`src/rtl/microsequencer.sv`:
```
// Microstep sequencer: owns the decoder step counter, gates datapath commits,
// and provides panel run / single-step / halt / resume control with a runaway-microcode trap.
module microsequencer #(
  parameter int INSTRUCTION_STEPS  = 32,
  parameter int CONTROL_WORD_WIDTH = 32,
  parameter int ADV_BIT            = 0,
  parameter int HLT_BIT            = 1,
  parameter int RETIRE_WIDTH       = 32,
  localparam int STEP_WIDTH        = $clog2(INSTRUCTION_STEPS)
) (
  input  logic                          i_clk,
  input  logic                          i_reset_n,
  input  logic [CONTROL_WORD_WIDTH-1:0] i_control_word,
  input  logic                          i_run,
  input  logic                          i_single_step,
  input  logic                          i_step_instr,
  input  logic                          i_resume,
  output logic [STEP_WIDTH-1:0]         o_step,
  output logic                          o_exec,
  output logic                          o_halted,
  output logic                          o_fault,
  output logic [RETIRE_WIDTH-1:0]       o_retired
);

  typedef enum logic [2:0] {
    IDLE    = 3'd0,
    RUN     = 3'd1,
    RUN_ONE = 3'd2,
    MICRO   = 3'd3,
    HALTED  = 3'd4,
    FAULT   = 3'd5
  } state_t;

  localparam logic [STEP_WIDTH-1:0] LAST_STEP = STEP_WIDTH'(INSTRUCTION_STEPS - 1);

  state_t                  state_q, state_d;
  logic [STEP_WIDTH-1:0]   step_q, step_d;
  logic [RETIRE_WIDTH-1:0] retired_q, retired_d;
  logic                    ss_q;
  logic                    ss_rise;
  logic                    exec;
  logic                    c_hlt, c_adv;

  assign ss_rise = i_single_step & ~ss_q;
  assign exec    = (state_q == RUN) || (state_q == RUN_ONE) || (state_q == MICRO);
  assign c_hlt   = i_control_word[HLT_BIT];
  assign c_adv   = i_control_word[ADV_BIT];

  always_ff @(posedge i_clk) begin
    if (!i_reset_n) begin
      state_q   <= IDLE;
      step_q    <= '0;
      retired_q <= '0;
      ss_q      <= 1'b0;
    end else begin
      state_q   <= state_d;
      step_q    <= step_d;
      retired_q <= retired_d;
      ss_q      <= i_single_step;
    end
  end

  always_comb begin
    state_d   = state_q;
    step_d    = step_q;
    retired_d = retired_q;
    if (exec) begin
      // HLT outranks ADV; a missing ADV on the last step means runaway microcode
      if (c_hlt) begin
        retired_d = retired_q + RETIRE_WIDTH'(1);
        state_d   = HALTED;
      end else if (c_adv) begin
        step_d    = '0;
        retired_d = retired_q + RETIRE_WIDTH'(1);
        if (state_q != RUN || !i_run) state_d = IDLE;
      end else if (step_q == LAST_STEP) begin
        state_d = FAULT;
      end else begin
        step_d = step_q + STEP_WIDTH'(1);
        if (state_q == MICRO) state_d = IDLE;
      end
    end else begin
      case (state_q)
        IDLE: begin
          if (i_run)        state_d = RUN;
          else if (ss_rise) state_d = i_step_instr ? RUN_ONE : MICRO;
        end
        HALTED: begin
          if (i_resume) begin
            step_d  = '0;
            state_d = IDLE;
          end
        end
        default: ;
      endcase
    end
  end

  assign o_step    = step_q;
  assign o_exec    = exec;
  assign o_halted  = (state_q == HALTED);
  assign o_fault   = (state_q == FAULT);
  assign o_retired = retired_q;

endmodule
```
`config.mk`:
```
export PLATFORM = sky130hd
export DESIGN_NAME = microsequencer
export DESIGN_NICKNAME = d
export VERILOG_FILES = /design/src/rtl/microsequencer.sv
export SDC_FILE = /design/constraint.sdc
export NUM_CORES = 1
export LEC_CHECK = 0
export ABC_AREA = 1
export ABC_CLOCK_PERIOD_IN_PS = 2100
export CELL_PAD_IN_SITES_DETAIL_PLACEMENT = 1
export CELL_PAD_IN_SITES_GLOBAL_PLACEMENT = 2
export CORE_ASPECT_RATIO = 0.9
export CORE_MARGIN = 3
export CORE_UTILIZATION = 24
export DETAILED_ROUTE_END_ITERATION = 8
export PLACE_DENSITY_LB_ADDON = 0.1
export SYNTH_ARGS = -nofsm -noshare
export SYNTH_HDL_FRONTEND = slang
export SYNTH_SLANG_ARGS = --single-unit
```
`constraint.sdc`:
```
create_clock -name i_clk -period 2.1 [get_ports i_clk]
set_clock_uncertainty 0.15 [all_clocks]
set_input_delay 0.525 -clock i_clk [delete_from_list [all_inputs] [get_ports i_clk]]
set_output_delay 0.525 -clock i_clk [all_outputs]
set_load 0.01 [all_outputs]
```
* Word-level counts from Yosys, hierarchy flattened *
Index checks and enable logic that the tools add are counted.

cells by class
  bitwise gates (word level) = 2
  muxes and demuxes = 19
  reduce and logical (&&, ||, !) cells = 12
  equal/unequal tests = 13
  $add $sub $neg = 2

operators with widths
  kind                     count
  $mux W32                 2
  $add A32 B1 Y32 const B  1
  $mux W5                  6
  $mux W3                  9
  $eq A3 B2 Y1 const B     2
  $eq A3 B3 Y1 const B     2
  $ne A3 B3 Y1 const B     2
  $pmux W3 S2              1
  $reduce_bool A2 Y1       3
  $add A5 B1 Y5 const B    1
  $eq A5 B5 Y1 const B     1
  $ne A5 B3 Y1 const B     1
  $reduce_and A5 Y1        1
  $ne A4 B3 Y1 const B     1
  $ne A4 B4 Y1 const B     1
  $reduce_and A4 Y1        1
  $eq A3 B1 Y1 const B     1
  $logic_not A3 Y1         1
  $logic_or A1 B1 Y1       3
  $ne A3 B1 Y1 const B     1
  $reduce_bool A3 Y1       1
  $ne A2 B2 Y1 const B     1
  $reduce_and A2 Y1        1
  $and A1 B1 Y1            1
  other kinds (3)          3

storage, ports and cells
  register bits after elaboration = 41
  logic and storage cells = 52
  output and inout bits = 40
  bits of input ports = 38

* Depth between registers and ports, before layout *
Gate-level depths: netlist (run 1).

  word-level depth = 6
  mapped depth = 10
  gate-level depth less buffers = 10

* Least setup slack after synthesis (run 1) *
No wires, ideal clock.

  path type = flip-flop to flip-flop
  start point = register step_q[0], in the netlist o_step[0]
  end point = register step_q[0], in the netlist o_step[0]
  period minus slack after synthesis = 1.722 ns
  data arrival time = 1.457 ns
  slack = 0.378 ns
  path buffers = 0
  data required time = 1.835 ns
  setup time = 0.115 ns
  stages on the path, launching flop included = 10
  cells stage by stage = dfxtp_1 -> ha_1 -> nand2_1 -> nor2_1 -> ha_1 -> a21oi_1 -> nand2_1 -> o21ai_4 -> nor2_1 -> o21a_1

between the ends
  word-level cells in the longest chain between the ends = 5
  elaborated cells between the ends (all ways) = 8
  those cells by class = add/sub: 1; eq/ne: 2; mux: 4; reduce/logical: 1

ends and longest elaborated chain
  item                      RTL line  RTL
  start: declaration        37        logic [STEP_WIDTH-1:0] step_q, step_d;
  start signal: assignment  57        step_q <= step_d;
  $add A5 B1 Y5             79        step_d = step_q + STEP_WIDTH'(1);
  $mux W5                   76        end else if (step_q == LAST_STEP) begin
  $mux W5                   72        end else if (c_adv) begin
  $mux W5                   69        if (c_hlt) begin
  $mux W5                   67        if (exec) begin

Parallel ways exist; a longest one is shown, timed or not. The select of a mux whose other input is x is not followed.
A chain may end at the register's enable or synchronous reset.

* Worst setup path in the final report (run 1) *
  start point = register retired_q[27], in the netlist o_retired[27]
  end point = output port o_retired[27]

RTL lines
  item                      RTL line  RTL
  start: declaration        38        logic [RETIRE_WIDTH-1:0] retired_q, retired_d;
  start signal: assignment  58        retired_q <= retired_d;
  end: declaration          22        output logic [RETIRE_WIDTH-1:0] o_retired

No word-level cell between the ends.

==> metrics.yaml, run 1 <==
vias: 2540
drtPass1Iterations: 4
layout.nets: 486
max-vdd-ir-drop_mv: 0.233
num_rows: 34
synth_warnings: 0
clkSinkCount: 41
ys_seq_elements: 41
post_cts_buffers: 0
min_from: "o_retired[14]$_SDFFE_PN0P_"
grt_first_pass_wirelength_microns: 13100
crit_required_ps: 1420
rsz0062_at_grt: "false"
slowest_stage: "clkdlybuf4s50_1"
port_buffers: 47
fin_crit_sh_pct: 96.2
maxCapViolations: 0
clk_pin_slew_ps: 90
syn_area_sq_mm: 0.00240
min_period_ps: 2020
dp_cells: 564
cts_inserted_buffers: 5
r2r_slack_ps: 200
cts_resized: 6
grt_overflow_total: 0
cp-end-kind: "output port"
setup_slack_ps: 78.8
io_pins: 78
cts_root_buf: "clkbuf_8"
die-area_sq_mm: 0.0113
whs_ps: 350
min_path_cells: 2
most-common-layout-cells: "nand2_1, nor2_1, inv_1"
start_util_pct: 24.8
power_density_mw_per_mm2: 557
grt_max_degree: 15
cts_max_level: 2
ant_nets: 0
vias_per_cell: 4.44
tightest_slew_ps: 395
final_common_cell: "nand2_1"
fin_cells: 572
clockBufferDepth: 2
cp_max_fo: 6
hold_path.class: "flop to flop"
tritoncts: "built"
syn_area_per_cell_sq_um: 6.39
slew_headroom_pct: 73.7
syn-num-nets: 417
diodes: 0
worstSetupStartpoint: "o_retired[27]$_SDFFE_PN0P_"
finalSetupViolCount: 0
slew_violations: 0
min_to: "o_retired[14]$_SDFFE_PN0P_"
grt_pass1_vias: 2619
antenna_found_initial: 0
cpPeakStageDelay_ps: 600
seq_area_frac_synth_pct: 34.1
post_dp_cell_area_sq_mm: 0.00316
crit_cells: 1
layout-drive-gt1-share_pct: 12.3
ys_types: 30
power.leakage_nw: 1.36
crit_chain: "clkdlybuf4s50_1"
reg2reg_depth: 10
gp_congestion: 0.759
max_freq_ghz: 0.495
crit_buf_inv: 1
worstSkewPairLatency_ps: 310
post-route-drc-count: 0
outcome: "finished, final reports clean"
path_class: "flop to output port"
dieWidth_microns: 111
grt_use_total_pct: 14.6
dpl.hpwl_microns: 6250
drt-total-wl_microns: 7690
r2r_start: "o_step[0]$_SDFFE_PN0P_"
dpl_worst_slack_ps: -136
syn2layout_area_growth_pct: 35.0
core_sq_mm: 0.00970
final_area_sq_mm: 0.00324
wl_per_cell_microns: 13.5
drtIter0Drc: 64
startpoint_type: "flop"
cp.arrival_ps: 1350
die_h_microns: 101
p_total_mw: 1.81
cts_hold_buf: 0
r2r_end: "o_step[2]$_SDFFE_PN0P_"
finalHoldViolations: 0
critPathTopFamily: "buffers and inverters"
synth_cells: 376
-- Yosys cell counts, drive strengths merged --
cell / n / area [sq um]
nand3b: 1 / 7.51
a31oi: 1 / 6.26
xnor2: 1 / 8.76
dfxtp: 41 / 821
o21bai: 1 / 7.51
o21a: 3 / 22.5
nor2: 79 / 380
nand2: 102 / 413
ha: 3 / 37.5
clkbuf: 3 / 11.3
and3: 1 / 6.26
nand3: 23 / 120
a21oi: 17 / 88.8
nor3b: 2 / 25.0
nand4: 14 / 87.6
o21ai: 19 / 110
nor3: 3 / 15.0
inv: 62 / 235
-- power breakdown --
| group | internal (mW) | switching, mW |
|---|---|---|
| combinational | 0.176 | 0.250 |
| sequential | 0.807 | 0.0342 |
| clock | 0.231 | 0.307 |
-- cell families after synthesis --
logic type	Yosys count	share of synthesized area (%)
buffers and inverters	65	10.3
AND/OR/NAND/NOR	225	43.9
AO/OA/AOI/OAI	41	9.79
XOR/XNOR	1	0.364
flip-flops	41	34.1
adder cells (fa/ha/maj)	3	1.56
-- metrics by stage --
step | utilization [%] | TNS [ps]
6_report | 33.4 | 0
5_1_grt | 33.4 | 0
4_1_cts | 33.4 | 0
3_5_place_dp | 32.5 | -1580
3_3_place_gp | 32.5 | -942
2_1_floorplan | - | 0
-- flip-flops by register name, indices dropped and copies added (netlist names) --
signal,cells
o_retired,32
o_step,5
ss_q,1
state_q,3
-- final cells by class --
class                   count  area (sq um)
fillers                  1246          6450
repair buffers             65           602
clock inverters             2          10.0
inverters                  62           235
multi-input cells         270          1340
flip-flops and latches     41           828
clock buffers               6          72.6
well taps                 126           158
-- per-layer routing --
layer	track usage, %	routed length [microns]	up-vias
li1	-	-	1317
met5	0	0	-
met3	3.00	233	8
met2	23.5	3460	29
met4	4.21	85	0
met1	19.8	3920	1186
-- worst max-delay path by stage --
stage                                 end  slack, ps
4_1_cts                     o_retired[24]         40
3_5_place_dp   o_retired[25]$_SDFFE_PN0P_       -140
5_1_grt                     o_retired[27]          4
3_3_place_gp   o_retired[25]$_SDFFE_PN0P_       -110
2_1_floorplan      o_step[0]$_SDFFE_PN0P_        380
6_report                    o_retired[27]         80
No activity file was read; power rests on OpenSTA's default activity.
==> run 2: changes to the inputs <==
--- a/config.mk
+++ b/config.mk
@@ -10,7 +10,6 @@
 export CELL_PAD_IN_SITES_DETAIL_PLACEMENT = 1
 export CELL_PAD_IN_SITES_GLOBAL_PLACEMENT = 2
 export CORE_ASPECT_RATIO = 0.9
-export CORE_MARGIN = 3
 export CORE_UTILIZATION = 24
 export DETAILED_ROUTE_END_ITERATION = 8
 export PLACE_DENSITY_LB_ADDON = 0.1
==> run 2 against run 1 <==
Total power is 3.0% higher. Register-to-register slack hardly changed. Wire length is 1.5% lower. Sequential power is 1% higher. Global-route usage is 0.87 points higher. Hold slack worse by 4.7 ps. Clock power is 3% higher. Critical path depth stayed put. Cell count is 0.17% higher. Largest power group unchanged. Highest routed layer unchanged.
==> metrics.yaml, run 2 (synthesized netlist as in run 1, its figures left out) <==
multi_input_area_sq_mm: 0.00135  # +0.65%
start_util_pct: 24.8  # unchanged
gp_congestion: 0.749  # -1.2%
dieWidth_microns: 107  # -3.6%
power_density_mw_per_mm2: 565  # +1.5%
max-vdd-ir-drop_mv: 0.214  # -8.2%
core_sq_mm: 0.00970  # unchanged
rsz0062_at_grt: "false"
dpl.hpwl_microns: 6050  # -3.3%
hold_path.class: "flop to flop"
grt_first_pass_wirelength_microns: 12600  # -4.0%
slew_violations: 0  # unchanged
syn2layout_area_growth_pct: 37.0
cp-end-kind: "output port"
crit_chain: "clkdlybuf4s50_1"
cts_inserted_buffers: 5  # unchanged
grt_pass1_vias: 2534  # -3.2%
ant_nets: 0  # unchanged
io_pins: 78  # unchanged
path_class: "flop to output port"
post-route-drc-count: 0  # unchanged
grt_overflow_total: 0  # unchanged
num_rows: 34  # unchanged
vias_per_cell: 4.36  # -1.9%
power.leakage_nw: 1.39  # +2.4%
die_h_microns: 96.9  # -4.0%
layout-drive-gt1-share_pct: 12.3  # -0.028 points
fillers: 1258  # +0.96%
cts_max_level: 2  # unchanged
tightest_slew_ps: 398  # +3.03 ps
die-area_sq_mm: 0.0104  # -7.4%
slowest_stage: "clkdlybuf4s50_1"
finalHoldViolations: 0  # unchanged
whs_ps: 346  # -4.67 ps
grt_use_total_pct: 15.4  # +0.87 points
layout.nets: 488  # +0.41%
max_freq_ghz: 0.495  # +0.13%
fin_crit_sh_pct: 96.1  # -0.12 points
finalSetupViolCount: 0  # unchanged
clockBufferDepth: 2  # unchanged
outcome: "finished, final reports clean"
diodes: 0  # unchanged
cpPeakStageDelay_ps: 580  # -20 ps
most-common-layout-cells: "nand2_1, nor2_1, inv_1"
drt-total-wl_microns: 7580  # -1.5%
register_area_sq_um: 832  # +0.45%
grt_max_degree: 21  # +6
cp.arrival_ps: 1340  # about the same
crit_required_ps: 1420  # about the same
cts_root_buf: "clkbuf_8"
worstSkewPairLatency_ps: 300  # about the same
tritoncts: "built"
min_period_ps: 2020  # -2.62 ps
startpoint_type: "flop"
vias: 2497  # -1.7%
antenna_found_initial: 0  # unchanged
maxCapViolations: 0  # unchanged
port_buffers: 47  # unchanged
drtPass1Iterations: 4  # unchanged
cp_max_fo: 6  # unchanged
post_cts_buffers: 0  # unchanged
clk_pin_slew_ps: 80  # about the same
drtIter0Drc: 67  # +4.7%
final_common_cell: "nand2_1"
slew_headroom_pct: 73.4  # -0.30 points
wl_per_cell_microns: 13.2  # -1.7%
clkSinkCount: 41  # unchanged
largest_reg_flops: 32  # unchanged
critPathTopFamily: "buffers and inverters"
crit_buf_inv: 1  # unchanged
finalSetupTns_ps: 0  # unchanged
## run 2: changes by cell type in the layout (fill, tap and decap cells not counted), sizes merged
cell	before	now
clkbuf	6	7
dlygate4sd2	3	2
clkinv	2	0
buf	18	20
dlymetal6s2s	0	1
## run 2: repair_timing
item	in CTS	in global routing
hold buffers	0	0
resized for setup	8	3
setup endpoints to repair	3	4
## run 2: where the power goes
part	leakage, nW	internal (mW)	total (mW)	switching (mW)
registers	0.333	0.811	0.851	0.0405
logic	1.02	0.199	0.455	0.256
clock network	0.0443	0.262	0.554	0.292
total	1.39	1.27	1.86	0.588
## run 2: final cells by class
| class | count | share of cell area, % |
|---|---|---|
| timing repair buffer | 67 | 19.2 |
| multi-input combinational | 270 | 40.9 |
| sequential | 41 | 25.3 |
| clock buffer | 7 | 2.62 |
| tap | 126 | 4.79 |
| inverter | 62 | 7.15 |
## run 2: worst paths after layout
| check | start | to | slack [ps] | cells past startpoint |
|---|---|---|---|---|
| hold reg to reg | o_retired[16]$_SDFFE_PN0P_ | o_retired[16]$_SDFFE_PN0P_ | 350 | 2 |
| hold / removal | o_retired[16]$_SDFFE_PN0P_ | o_retired[16]$_SDFFE_PN0P_ | 350 | 2 |
| setup / recovery | o_retired[7]$_SDFFE_PN0P_ | o_retired[7] | 80 | 1 |
| setup reg to reg | o_step[0]$_SDFFE_PN0P_ | o_step[2]$_SDFFE_PN0P_ | 210 | 10 |
## run 2: worst min-delay path, stage by stage (launching register included)
cell	delay [ps]
dfxtp_1	340
inv_1	60
a21oi_1	50
## run 2: metrics by stage
| stage | utilization [%] | instances | area, sq um | worst slack [ps] | total power [mW] |
|---|---|---|---|---|---|
| after global placement | 32.8 | 566 | 3180 | -78.5 | 1.32 |
| after floorplan | - | 376 | 2400 | 378 | 1.10 |
| after global routing | 33.9 | 573 | 3290 | 7.31 | 1.98 |
| final | 33.9 | 573 | 3290 | 81.5 | 1.86 |
| after CTS | 33.8 | 573 | 3280 | 8.92 | 1.89 |
| after detailed placement | 32.8 | 566 | 3180 | -87.9 | 1.32 |
## run 2: layer usage
metal | routed length (microns) | vias to the layer above | track usage (%)
li1 | - | 1316 | -
met3 | 203 | 7 | 2.63
met1 | 4090 | 1141 | 22.6
met2 | 3220 | 33 | 23.1
met4 | 70 | 0 | 4.11
met5 | 0 | - | 0
